File: src/rtl/control_fsm_if.sv
// rtl/control_fsm_if.sv - ALU op encoding and control bundle between control_fsm and the datapath (CONTROL_FSM_ILLEGAL_TRAP_EN adds illegal_instr)
package control_fsm_pkg;
    typedef enum logic [1:0] {
        ALU_OP__ADD                = 2'b00,
        ALU_OP__BRANCH             = 2'b01,
        ALU_OP__REGISTER_OPERATION = 2'b10,
        ALU_OP__UNSET              = 2'b11
    } alu_op_t;
endpackage

interface control_fsm_if;
    import control_fsm_pkg::*;

    logic [6:0] opcode;
    logic       mem_ready;
    alu_op_t    alu_op;
    logic [1:0] alu_src_a;
    logic [1:0] alu_src_b;
    logic [1:0] result_src;
    logic       adr_src;
    logic       ir_write;
    logic       pc_update;
    logic       branch;
    logic       mem_write;
    logic       reg_write;
    logic       instr_done;
`ifdef CONTROL_FSM_ILLEGAL_TRAP_EN
    logic       illegal_instr;
`endif

    modport master (
        input  opcode,
        input  mem_ready,
        output alu_op,
        output alu_src_a,
        output alu_src_b,
        output result_src,
        output adr_src,
        output ir_write,
        output pc_update,
        output branch,
        output mem_write,
        output reg_write,
        output instr_done
`ifdef CONTROL_FSM_ILLEGAL_TRAP_EN
        ,
        output illegal_instr
`endif
    );

    modport slave (
        output opcode,
        output mem_ready,
        input  alu_op,
        input  alu_src_a,
        input  alu_src_b,
        input  result_src,
        input  adr_src,
        input  ir_write,
        input  pc_update,
        input  branch,
        input  mem_write,
        input  reg_write,
        input  instr_done
`ifdef CONTROL_FSM_ILLEGAL_TRAP_EN
        ,
        input  illegal_instr
`endif
    );
endinterface

File: src/rtl/control_fsm.sv
// rtl/control_fsm.sv - multicycle RV32I main control FSM (CONTROL_FSM_ILLEGAL_TRAP_EN adds TRAP state)
module control_fsm
    import control_fsm_pkg::*;
(
    input  logic          clk,
    input  logic          reset,
    control_fsm_if.master ctrl
);

    localparam logic [6:0] OP_LOAD   = 7'b0000011;
    localparam logic [6:0] OP_STORE  = 7'b0100011;
    localparam logic [6:0] OP_RTYPE  = 7'b0110011;
    localparam logic [6:0] OP_ITYPE  = 7'b0010011;
    localparam logic [6:0] OP_BRANCH = 7'b1100011;
    localparam logic [6:0] OP_JAL    = 7'b1101111;
    localparam logic [6:0] OP_JALR   = 7'b1100111;
    localparam logic [6:0] OP_LUI    = 7'b0110111;
    localparam logic [6:0] OP_AUIPC  = 7'b0010111;

    typedef enum logic [3:0] {
        S_FETCH,
        S_DECODE,
        S_MEMADR,
        S_MEMREAD,
        S_MEMWB,
        S_MEMWRITE,
        S_EXECUTER,
        S_EXECUTEI,
        S_ALUWB,
        S_BRANCH,
        S_JAL,
        S_JALR,
        S_LINK,
        S_LUI,
        S_AUIPC
`ifdef CONTROL_FSM_ILLEGAL_TRAP_EN
        ,
        S_TRAP
`endif
    } state_t;

    state_t state;
    state_t state_next;

    always_ff @(posedge clk) begin
        if (!reset) begin
            state <= S_FETCH;
        end else begin
            state <= state_next;
        end
    end

    always_comb begin
        state_next      = state;
        ctrl.alu_op     = ALU_OP__ADD;
        ctrl.alu_src_a  = 2'b00;
        ctrl.alu_src_b  = 2'b00;
        ctrl.result_src = 2'b00;
        ctrl.adr_src    = 1'b0;
        ctrl.ir_write   = 1'b0;
        ctrl.pc_update  = 1'b0;
        ctrl.branch     = 1'b0;
        ctrl.mem_write  = 1'b0;
        ctrl.reg_write  = 1'b0;
        ctrl.instr_done = 1'b0;
`ifdef CONTROL_FSM_ILLEGAL_TRAP_EN
        ctrl.illegal_instr = 1'b0;
`endif

        case (state)
            S_FETCH: begin
                ctrl.alu_src_b  = 2'b10;
                ctrl.result_src = 2'b10;
                ctrl.ir_write   = ctrl.mem_ready;
                ctrl.pc_update  = ctrl.mem_ready;
                if (ctrl.mem_ready) begin
                    state_next = S_DECODE;
                end
            end
            S_DECODE: begin
                // Speculatively form old_pc + imm so BRANCH/JAL find their target in alu_out.
                ctrl.alu_src_a = 2'b01;
                ctrl.alu_src_b = 2'b01;
                case (ctrl.opcode)
                    OP_LOAD, OP_STORE: state_next = S_MEMADR;
                    OP_RTYPE:          state_next = S_EXECUTER;
                    OP_ITYPE:          state_next = S_EXECUTEI;
                    OP_BRANCH:         state_next = S_BRANCH;
                    OP_JAL:            state_next = S_JAL;
                    OP_JALR:           state_next = S_JALR;
                    OP_LUI:            state_next = S_LUI;
                    OP_AUIPC:          state_next = S_AUIPC;
                    default: begin
`ifdef CONTROL_FSM_ILLEGAL_TRAP_EN
                        state_next = S_TRAP;
`else
                        state_next      = S_FETCH;
                        ctrl.instr_done = 1'b1;
`endif
                    end
                endcase
            end
            S_MEMADR: begin
                ctrl.alu_src_a = 2'b10;
                ctrl.alu_src_b = 2'b01;
                state_next = (ctrl.opcode == OP_LOAD) ? S_MEMREAD : S_MEMWRITE;
            end
            S_MEMREAD: begin
                ctrl.adr_src = 1'b1;
                if (ctrl.mem_ready) begin
                    state_next = S_MEMWB;
                end
            end
            S_MEMWB: begin
                ctrl.result_src = 2'b01;
                ctrl.reg_write  = 1'b1;
                ctrl.instr_done = 1'b1;
                state_next      = S_FETCH;
            end
            S_MEMWRITE: begin
                ctrl.adr_src    = 1'b1;
                ctrl.mem_write  = 1'b1;
                ctrl.instr_done = ctrl.mem_ready;
                if (ctrl.mem_ready) begin
                    state_next = S_FETCH;
                end
            end
            S_EXECUTER: begin
                ctrl.alu_src_a = 2'b10;
                ctrl.alu_op    = ALU_OP__REGISTER_OPERATION;
                state_next     = S_ALUWB;
            end
            S_EXECUTEI: begin
                ctrl.alu_src_a = 2'b10;
                ctrl.alu_src_b = 2'b01;
                ctrl.alu_op    = ALU_OP__UNSET;
                state_next     = S_ALUWB;
            end
            S_ALUWB: begin
                ctrl.reg_write  = 1'b1;
                ctrl.instr_done = 1'b1;
                state_next      = S_FETCH;
            end
            S_BRANCH: begin
                ctrl.alu_src_a  = 2'b10;
                ctrl.alu_op     = ALU_OP__BRANCH;
                ctrl.branch     = 1'b1;
                ctrl.instr_done = 1'b1;
                state_next      = S_FETCH;
            end
            S_JAL: begin
                // PC takes the target from alu_out while the ALU forms the link address.
                ctrl.pc_update = 1'b1;
                ctrl.alu_src_a = 2'b01;
                ctrl.alu_src_b = 2'b10;
                state_next     = S_ALUWB;
            end
            S_JALR: begin
                ctrl.alu_src_a  = 2'b10;
                ctrl.alu_src_b  = 2'b01;
                ctrl.result_src = 2'b10;
                ctrl.pc_update  = 1'b1;
                state_next      = S_LINK;
            end
            S_LINK: begin
                ctrl.alu_src_a = 2'b01;
                ctrl.alu_src_b = 2'b10;
                state_next     = S_ALUWB;
            end
            S_LUI: begin
                ctrl.alu_src_a = 2'b11;
                ctrl.alu_src_b = 2'b01;
                state_next     = S_ALUWB;
            end
            S_AUIPC: begin
                ctrl.alu_src_a = 2'b01;
                ctrl.alu_src_b = 2'b01;
                state_next     = S_ALUWB;
            end
`ifdef CONTROL_FSM_ILLEGAL_TRAP_EN
            S_TRAP: begin
                ctrl.illegal_instr = 1'b1;
                state_next         = S_TRAP;
            end
`endif
            default: begin
                state_next = S_FETCH;
            end
        endcase

        // Reset abandons any in-flight instruction: no writes may escape.
        if (!reset) begin
            ctrl.alu_op     = ALU_OP__ADD;
            ctrl.ir_write   = 1'b0;
            ctrl.pc_update  = 1'b0;
            ctrl.branch     = 1'b0;
            ctrl.mem_write  = 1'b0;
            ctrl.reg_write  = 1'b0;
            ctrl.instr_done = 1'b0;
        end
    end

endmodule

File: src/flat_wrapper.sv
// flat-port wrapper written by rule: the top's interface ports become plain ports
module control_fsm_flat import control_fsm_pkg::*;
  (clk, reset, ctrl_opcode, ctrl_mem_ready, ctrl_alu_op, ctrl_alu_src_a, ctrl_alu_src_b, ctrl_result_src, ctrl_adr_src, ctrl_ir_write, ctrl_pc_update, ctrl_branch, ctrl_mem_write, ctrl_reg_write, ctrl_instr_done);
  control_fsm_if ctrl_i ();
  input  logic clk;
  input  logic reset;
  input wire logic [$bits(ctrl_i.opcode)-1:0] ctrl_opcode;
  input wire logic [$bits(ctrl_i.mem_ready)-1:0] ctrl_mem_ready;
  output wire logic [$bits(ctrl_i.alu_op)-1:0] ctrl_alu_op;
  output wire logic [$bits(ctrl_i.alu_src_a)-1:0] ctrl_alu_src_a;
  output wire logic [$bits(ctrl_i.alu_src_b)-1:0] ctrl_alu_src_b;
  output wire logic [$bits(ctrl_i.result_src)-1:0] ctrl_result_src;
  output wire logic [$bits(ctrl_i.adr_src)-1:0] ctrl_adr_src;
  output wire logic [$bits(ctrl_i.ir_write)-1:0] ctrl_ir_write;
  output wire logic [$bits(ctrl_i.pc_update)-1:0] ctrl_pc_update;
  output wire logic [$bits(ctrl_i.branch)-1:0] ctrl_branch;
  output wire logic [$bits(ctrl_i.mem_write)-1:0] ctrl_mem_write;
  output wire logic [$bits(ctrl_i.reg_write)-1:0] ctrl_reg_write;
  output wire logic [$bits(ctrl_i.instr_done)-1:0] ctrl_instr_done;
  assign ctrl_i.opcode = ctrl_opcode;
  assign ctrl_i.mem_ready = ctrl_mem_ready;
  assign ctrl_alu_op = ctrl_i.alu_op;
  assign ctrl_alu_src_a = ctrl_i.alu_src_a;
  assign ctrl_alu_src_b = ctrl_i.alu_src_b;
  assign ctrl_result_src = ctrl_i.result_src;
  assign ctrl_adr_src = ctrl_i.adr_src;
  assign ctrl_ir_write = ctrl_i.ir_write;
  assign ctrl_pc_update = ctrl_i.pc_update;
  assign ctrl_branch = ctrl_i.branch;
  assign ctrl_mem_write = ctrl_i.mem_write;
  assign ctrl_reg_write = ctrl_i.reg_write;
  assign ctrl_instr_done = ctrl_i.instr_done;
  control_fsm u_core (.clk(clk), .reset(reset), .ctrl(ctrl_i));
endmodule
File: config.mk
export PLATFORM = sky130hd
export DESIGN_NAME = control_fsm_flat
export DESIGN_NICKNAME = d
export VERILOG_FILES = /design/src/rtl/control_fsm_if.sv /design/src/rtl/control_fsm.sv /design/src/flat_wrapper.sv
export SDC_FILE = /design/constraint.sdc
export NUM_CORES = 1
export LEC_CHECK = 0
export CAP_MARGIN = 20
export CELL_PAD_IN_SITES_DETAIL_PLACEMENT = 0
export CELL_PAD_IN_SITES_GLOBAL_PLACEMENT = 1
export CORE_MARGIN = 10
export CORE_UTILIZATION = 30
export DETAILED_ROUTE_END_ITERATION = 10
export PLACE_DENSITY_LB_ADDON = 0.1
export SYNTH_ARGS = -nofsm -noshare
export SYNTH_HDL_FRONTEND = slang
export SYNTH_SLANG_ARGS = --single-unit
File: constraint.sdc
create_clock -name clk -period 1.5 [get_ports clk]
set_input_delay 0.3 -clock clk [delete_from_list [all_inputs] [get_ports clk]]
set_output_delay 0.3 -clock clk [all_outputs]
set_load 0.01 [all_outputs]
==> flow_metrics.env <==
export IMPL_area_growth_synth_to_final_pct=115
export IMPL_synth_top_cell_area_share_pct=11.4
export IMPL_cp_cell_sequence="nand2b_4 -> nand2b_4 -> nand2_2 -> a32o_1 -> buf_2"
export IMPL_ys_types=42
export IMPL_antenna_found_initial=0
export IMPL_num_vias=1061
export IMPL_cpMaxStageDelayCell="dfxtp_4"
export IMPL_top_register="u_core.state"
export IMPL_top_regs="u_core.state x4"
export IMPL_worst_ep_required_time_ns=1.20
export IMPL_post_route_period_util_pct=106
export IMPL_dp_hpwl_um=2170
export IMPL_p_leak_nw=0.680
export IMPL_place_area_mm2=0.00123
export IMPL_crit_path_end_kind="output pin"
export IMPL_drt_iter0_drc=51
export IMPL_rrSetupSlack_ns=-0.03
export IMPL_synth_seq_cells=4
export IMPL_maxSlewViolCount=0
export IMPL_mappedNetlistArea_um2=702
export IMPL_holdWs_ns=0.624
export IMPL_io_pins=25
export IMPL_rsz0062_at_grt="true"
export IMPL_yosysSeqAreaShare_pct=11.4
export IMPL_design_core_area_mm2=0.00221
export IMPL_cts_buffers=3
export IMPL_finalHoldViolations=0
export IMPL_fin_util_pct=68.3
export IMPL_synth_common_cells="nor2_1 (14), nand2_1 (13), a21oi_1 (6), nor3_1 (6), o21ai_0 (6)"
export IMPL_clock_power_share_pct=27.2
export IMPL_drc=0
export IMPL_relSlewSlack_pct=59.2
export IMPL_largest_reg_flops=4
export IMPL_clock_latency_ns=0.24
export IMPL_cts_max_level=1
export IMPL_cp_start_kind="flop"
export IMPL_post_drt_via_cell_ratio=5.15
export IMPL_pwr_share_comb_pct=51.1
export IMPL_r2r_end="u_core.state[2]"
export IMPL_max_stage_delay_ns=0.38
export IMPL_critical_path_class="flop to output pin"
export IMPL_grt_max_degree=13
export IMPL_initial_core_util_pct=31.7
export IMPL_rows=17
export IMPL_grt_overflow=0
export IMPL_synth_area_leader_cell="dfxtp_1"
export IMPL_critPathMaxFanout=5
export IMPL_max_freq_mhz=628
export IMPL_p_per_area_mw_per_mm2=337
export IMPL_total_power_mw=0.509
export IMPL_final_setup_tns_ns=-0.563
export IMPL_path_buf_inv=1
export IMPL_place_inst=191
export IMPL_yosys_cell_count_top_type="nor2_1"
export IMPL_setup_violations=13
export IMPL_netlist_instances=109
export IMPL_cp_top_family="flip-flops"
export IMPL_clkTransAtPathRegs_ns=0.04
export IMPL_fin_crit_ns=1.59
export IMPL_switching_share_pct=34.4
export IMPL_io_buffers=24
export IMPL_drive_above_1_share_pct=64.0
export IMPL_power_switching_mw=0.175
export IMPL_antenna_cells=0
export IMPL_synth_async_reset_ratio_pct=0
export IMPL_worstHoldEndpoint="u_core.state[0]"
export IMPL_synth_edf_count=0
export IMPL_instances_no_fill=206
export IMPL_grt_pass1_wl_um=4630
export IMPL_yosysWarnings=0
export IMPL_internal_power_mw=0.334
export IMPL_die_height_um=68.4
export IMPL_timing_critical_path_mode_cell="nand2b_4"
export IMPL_seq_power_share_pct=21.6
export IMPL_violations="negative setup slack"
export IMPL_die_w_um=68.4
export IMPL_reg2reg_depth=6
export IMPL_synth_ff_type="dfxtp_1"
export IMPL_dr_pass1_iters=4
export IMPL_die_area_mm2=0.00467
export IMPL_wire_per_inst_um=14.8
export IMPL_vdd_ir_drop_worst_mv=0.308
export IMPL_grtUsageTotal_pct=12.4
export IMPL_cts_sinks=4
export IMPL_skew_ns=0.00366
export IMPL_detail_route_wirelength_um=3050
export IMPL_min_from="ctrl_opcode[3]"
export IMPL_holdPathStages=4
export IMPL_reg2reg_from="u_core.state[3]"
export IMPL_worstPathArrival_ns=1.29
export IMPL_grt_pass1_vias=1077
export IMPL_layout_setup_ws_ns=-0.0921
export IMPL_routabilityCongestion=0.870
export IMPL_syn_nets=119
export IMPL_place_ws_ns=-0.796
export IMPL_min_path_type="primary input to flop"
export IMPL_final_area_mm2=0.00151
export IMPL_clk_path_buf_depth=2
export IMPL_cts_tree="built"
export IMPL_synth_avg_cell_area_um2=6.44
export IMPL_tightest_slew_ns=0.604
export IMPL_status="finished with violations"
export IMPL_cts_root_buffer="clkbuf_4"
export IMPL_yosys_top_cells_area="dfxtp_1 (11%), nor2_1 (7.5%), nand2_1 (7.0%)"
export IMPL_nNetsFinal=190
export IMPL_postRouteAntennaNets=0
export IMPL_cap_violations=0
==> worst max path at each step <==
stage	from	end	slack, ns	cells past startpoint
after global routing	u_core.state[1]	ctrl_instr_done	-0.15	5
final	u_core.state[3]	ctrl_instr_done	-0.09	5
after CTS	u_core.state[1]	ctrl_instr_done	-0.10	5
after detailed placement	ctrl_opcode[4]	ctrl_instr_done	-0.80	6
after floorplan	u_core.state[3]	ctrl_instr_done	0.06	5
after global placement	ctrl_opcode[4]	ctrl_instr_done	-0.77	6
==> final cells by class <==
type                    instances  area, um2
inverters                       4       20.0
clock buffers                   3       22.5
fillers                       195        701
multi-input cells              93        748
repair buffers                 74        593
well taps                      28       35.0
flip-flops and latches          4       92.6
==> power by group through the flow <==
stage	Clock, mW	Combinational [mW]	Sequential, mW
floorplan	0	0.0883	0.114
global placement	0	0.222	0.114
detailed placement	0	0.224	0.115
CTS	0.139	0.230	0.112
global route	0.148	0.282	0.110
finish	0.139	0.260	0.110
==> repair_timing <==
action                     CTS  global route
gates resized for setup    119            26
buffers inserted             6             7
cloned                       0             0
pin swaps                   13            12
hold buffers                 0             0
setup endpoints to repair   17            16
==> layer usage <==
layer | global-route usage, % | vias to the layer above | share of wire (%)
met4 | 4.02 | 0 | 2.5
li1 | - | 532 | -
met5 | 0 | - | 0
met3 | 2.28 | 7 | 4.8
met2 | 21.6 | 36 | 48
met1 | 14.8 | 486 | 45
==> cell usage in the layout (no fill, tap or decap), types with 2 or more instances in the layout <==
cell and count:
buf_8 2, and2_4 3, nor3_2 4, nand3_2 3
o21ai_1 6, nor2b_4 4, nand2b_4 5, dfxtp_4 3
inv_1 2, nand2_2 4, nand2_1 9, dlygate4sd2_1 4
nor2_2 3, nor2_4 2, clkdlybuf4s50_1 2, buf_4 39
a31oi_1 2, clkbuf_4 3, a21oi_1 5, buf_2 13
nor3_1 2, o21bai_1 2, nand3_1 2, o21ai_0 2
nor2_1 9, buf_6 12
==> worst register-to-register path, cell delays in order, from the launching register on <==
cell and delay, ns:
dfxtp_4 0.36, buf_8 0.14, buf_4 0.14, nor4b_4 0.26, o21ai_1 0.11, o221a_1 0.17, a2111oi_4 0.23
==> cell families after synthesis <==
logic type             share of synthesized area (%)
AO/OA/AOI/OAI                                   30.8
flip-flops                                      11.4
AND/OR/NAND/NOR                                 48.7
buffers and inverters                           7.66
multiplexers                                    1.43
Power figures use the tool's default switching activity.
==> RTL change, RTL diff (same flow settings) <==
Make the reset (`reset`) asynchronous in one clocked block.
--- a/src/rtl/control_fsm.sv
+++ b/src/rtl/control_fsm.sv
@@ -42,7 +42,7 @@
     state_t state;
     state_t state_next;
 
-    always_ff @(posedge clk) begin
+    always_ff @(posedge clk or negedge reset) begin
         if (!reset) begin
             state <= S_FETCH;
         end else begin
Behaviour: differs if reset is asserted again (counterexample within 4 cycles, from zero or initial values and one cycle with reset low); with reset held inactive, the same outputs for 10 cycles.
==> RTL change against the unedited design <==
The flow still finishes with violations (setup timing); fmax down 11%; worst setup slack got worse by 0.20 ns; register-to-register slack improved by 0.04 ns; wire length decreased by 3.6%; global-route usage fell by 0.37 points; count of clock-buffer cells in the layout stayed put; final area down 11%; area after synthesis decreased by 16%; hold slack worse by 0.39 ns; sequential cell count is the same; critical path type unchanged; largest cell class is now buffers; highest routed layer unchanged.
Power is left out: it rests on default switching activity, and per cell area and clock period it moved more than threefold.
==> RTL change: results (changes against the unedited design) <==
* Number of global-route vias before repair at 1026 (was 1077)
* Sequential share of cell area at 0.0781 (was 0.0613)
* Pre-Repair DR Iteration Count at 4 (unchanged)
* Via count at 971 (was 1061)
* GR met2 Demand/Resource at 0.240 (was 0.216)
* Top_reg_cell synth: dfrtp_1 (was dfxtp_1)
* Placement Setup Slack at -0.799 ns (was -0.796 ns)
* Hold WC Path Type: primary input to async pin (was primary input to register)
* Failing checks: setup timing (unchanged)
* Synth top cells by count: 10 x nor2_1, 8 x o21ai_0, 6 x nand2_1, 6 x nor3_1, 5 x nand3_1 (was 14 x nor2_1, 13 x nand2_1, 6 x a21oi_1, 6 x nor3_1, 6 x o21ai_0)
* Layout cells sized above 1 at 0.631 (was 0.640)
* Worst Skew at 0.00678 ns (was 0.00366 ns)
* Final WL at 2940 um (was 3050 um)
* CP max-delay cell: dfrtp_2 (was dfxtp_4)
* Comb_multi_in at 76 (was 93)
* Met2 wire len at 1640 um (was 1450 um)
* Crit. Startpoint: u_core.state[2] (was u_core.state[3])
* Area of the multi-input gates at 581 um2 (was 748 um2)
* R2R Setup Slk at 0.01 ns (was -0.03 ns)
* Final nets at 172 (was 190)
* Crit-path max cell delay at 0.45 ns (was 0.38 ns)
* Final WS setup at -0.290 ns (was -0.0921 ns)
* Sequential fraction of the synthesis area at 0.169 (was 0.114)
* Plain + repair buffers at 73 (was 74)
* Library cells used by synthesis at 39 (was 42)
* Largest register FFs at 4 (unchanged)
* First-pass GRT wire length at 4200 um (was 4630 um)
* Crit-path max FO at 6 (was 5)
* Fill cells at 167 (was 195)
* Ranking of synthesized cells by area: dfrtp_1 17%, o21ai_0 6.8%, nor2_1 6.3% (was dfxtp_1 11%, nor2_1 7.5%, nand2_1 7.0%)
* Clock network area share at 0.0167 (was 0.0149)
* Worst slew pin tran at 0.261 ns (was 0.604 ns)
* Buffer share of cell area at 0.435 (was 0.392)
* RR Endpoint: u_core.state[0] (was u_core.state[2])
* Async SR Flop Fraction at 1.00 (was 0)
* Met1 wire length at 1110 um (was 1380 um)
* Post-Syn Nets at 100 (was 119)
* Setup violators final at 15 (was 13)
* Met3 Resource Use GR at 0.0292 (was 0.0228)
* Met1 Usage GRT at 0.109 (was 0.148)
* CP Depth at 6 (was 5)
* Compound-Gate Fraction of Synth Area at 0.287 (was 0.308)
* Hpwl dp at 1880 um (was 2170 um)
* Status: complete, but fails checks (unchanged)
* Starting DRT DRC Count at 49 (was 51)
* Final Wtd Congestion at 0.830 (was 0.870)
* Synth Area in XOR/XNOR at 0.0295 (was 0)
RTL change: cell count changes in the layout (fill, tap and decap cells not counted), moves of 4 or more:
cell,unedited run,this run
nand2_1,9,4
a21oi_1,5,1
dfrtp_2,0,4
o21ai_1,6,2
RTL change: cells by family after synthesis:
| group | Yosys count |
|---|---|
| AO/OA/AOI/OAI | 25 |
| flip-flops | 4 |
| multiplexers | 1 |
| buffers and inverters | 10 |
| XOR/XNOR | 2 |
| AND/OR/NAND/NOR | 48 |
RTL change: through the flow:
step	cell area (um2)	TNS (ns)	util	hold slack, ns	cells
2_1_floorplan	599	0	-	0.00441	90
3_3_place_gp	1100	-7.42	0.574	0.646	169
3_5_place_dp	1100	-7.70	0.574	0.625	169
4_1_cts	1260	-1.74	0.656	0.218	185
5_1_grt	1350	-3.51	0.700	0.269	187
6_report	1350	-2.47	0.700	0.237	187
RTL change: timing repair:
item	CTS	global route
setup endpoints to repair	17	18
gates cloned	0	0
setup buffers	14	3
pin swaps	11	6
gates resized for setup	104	20
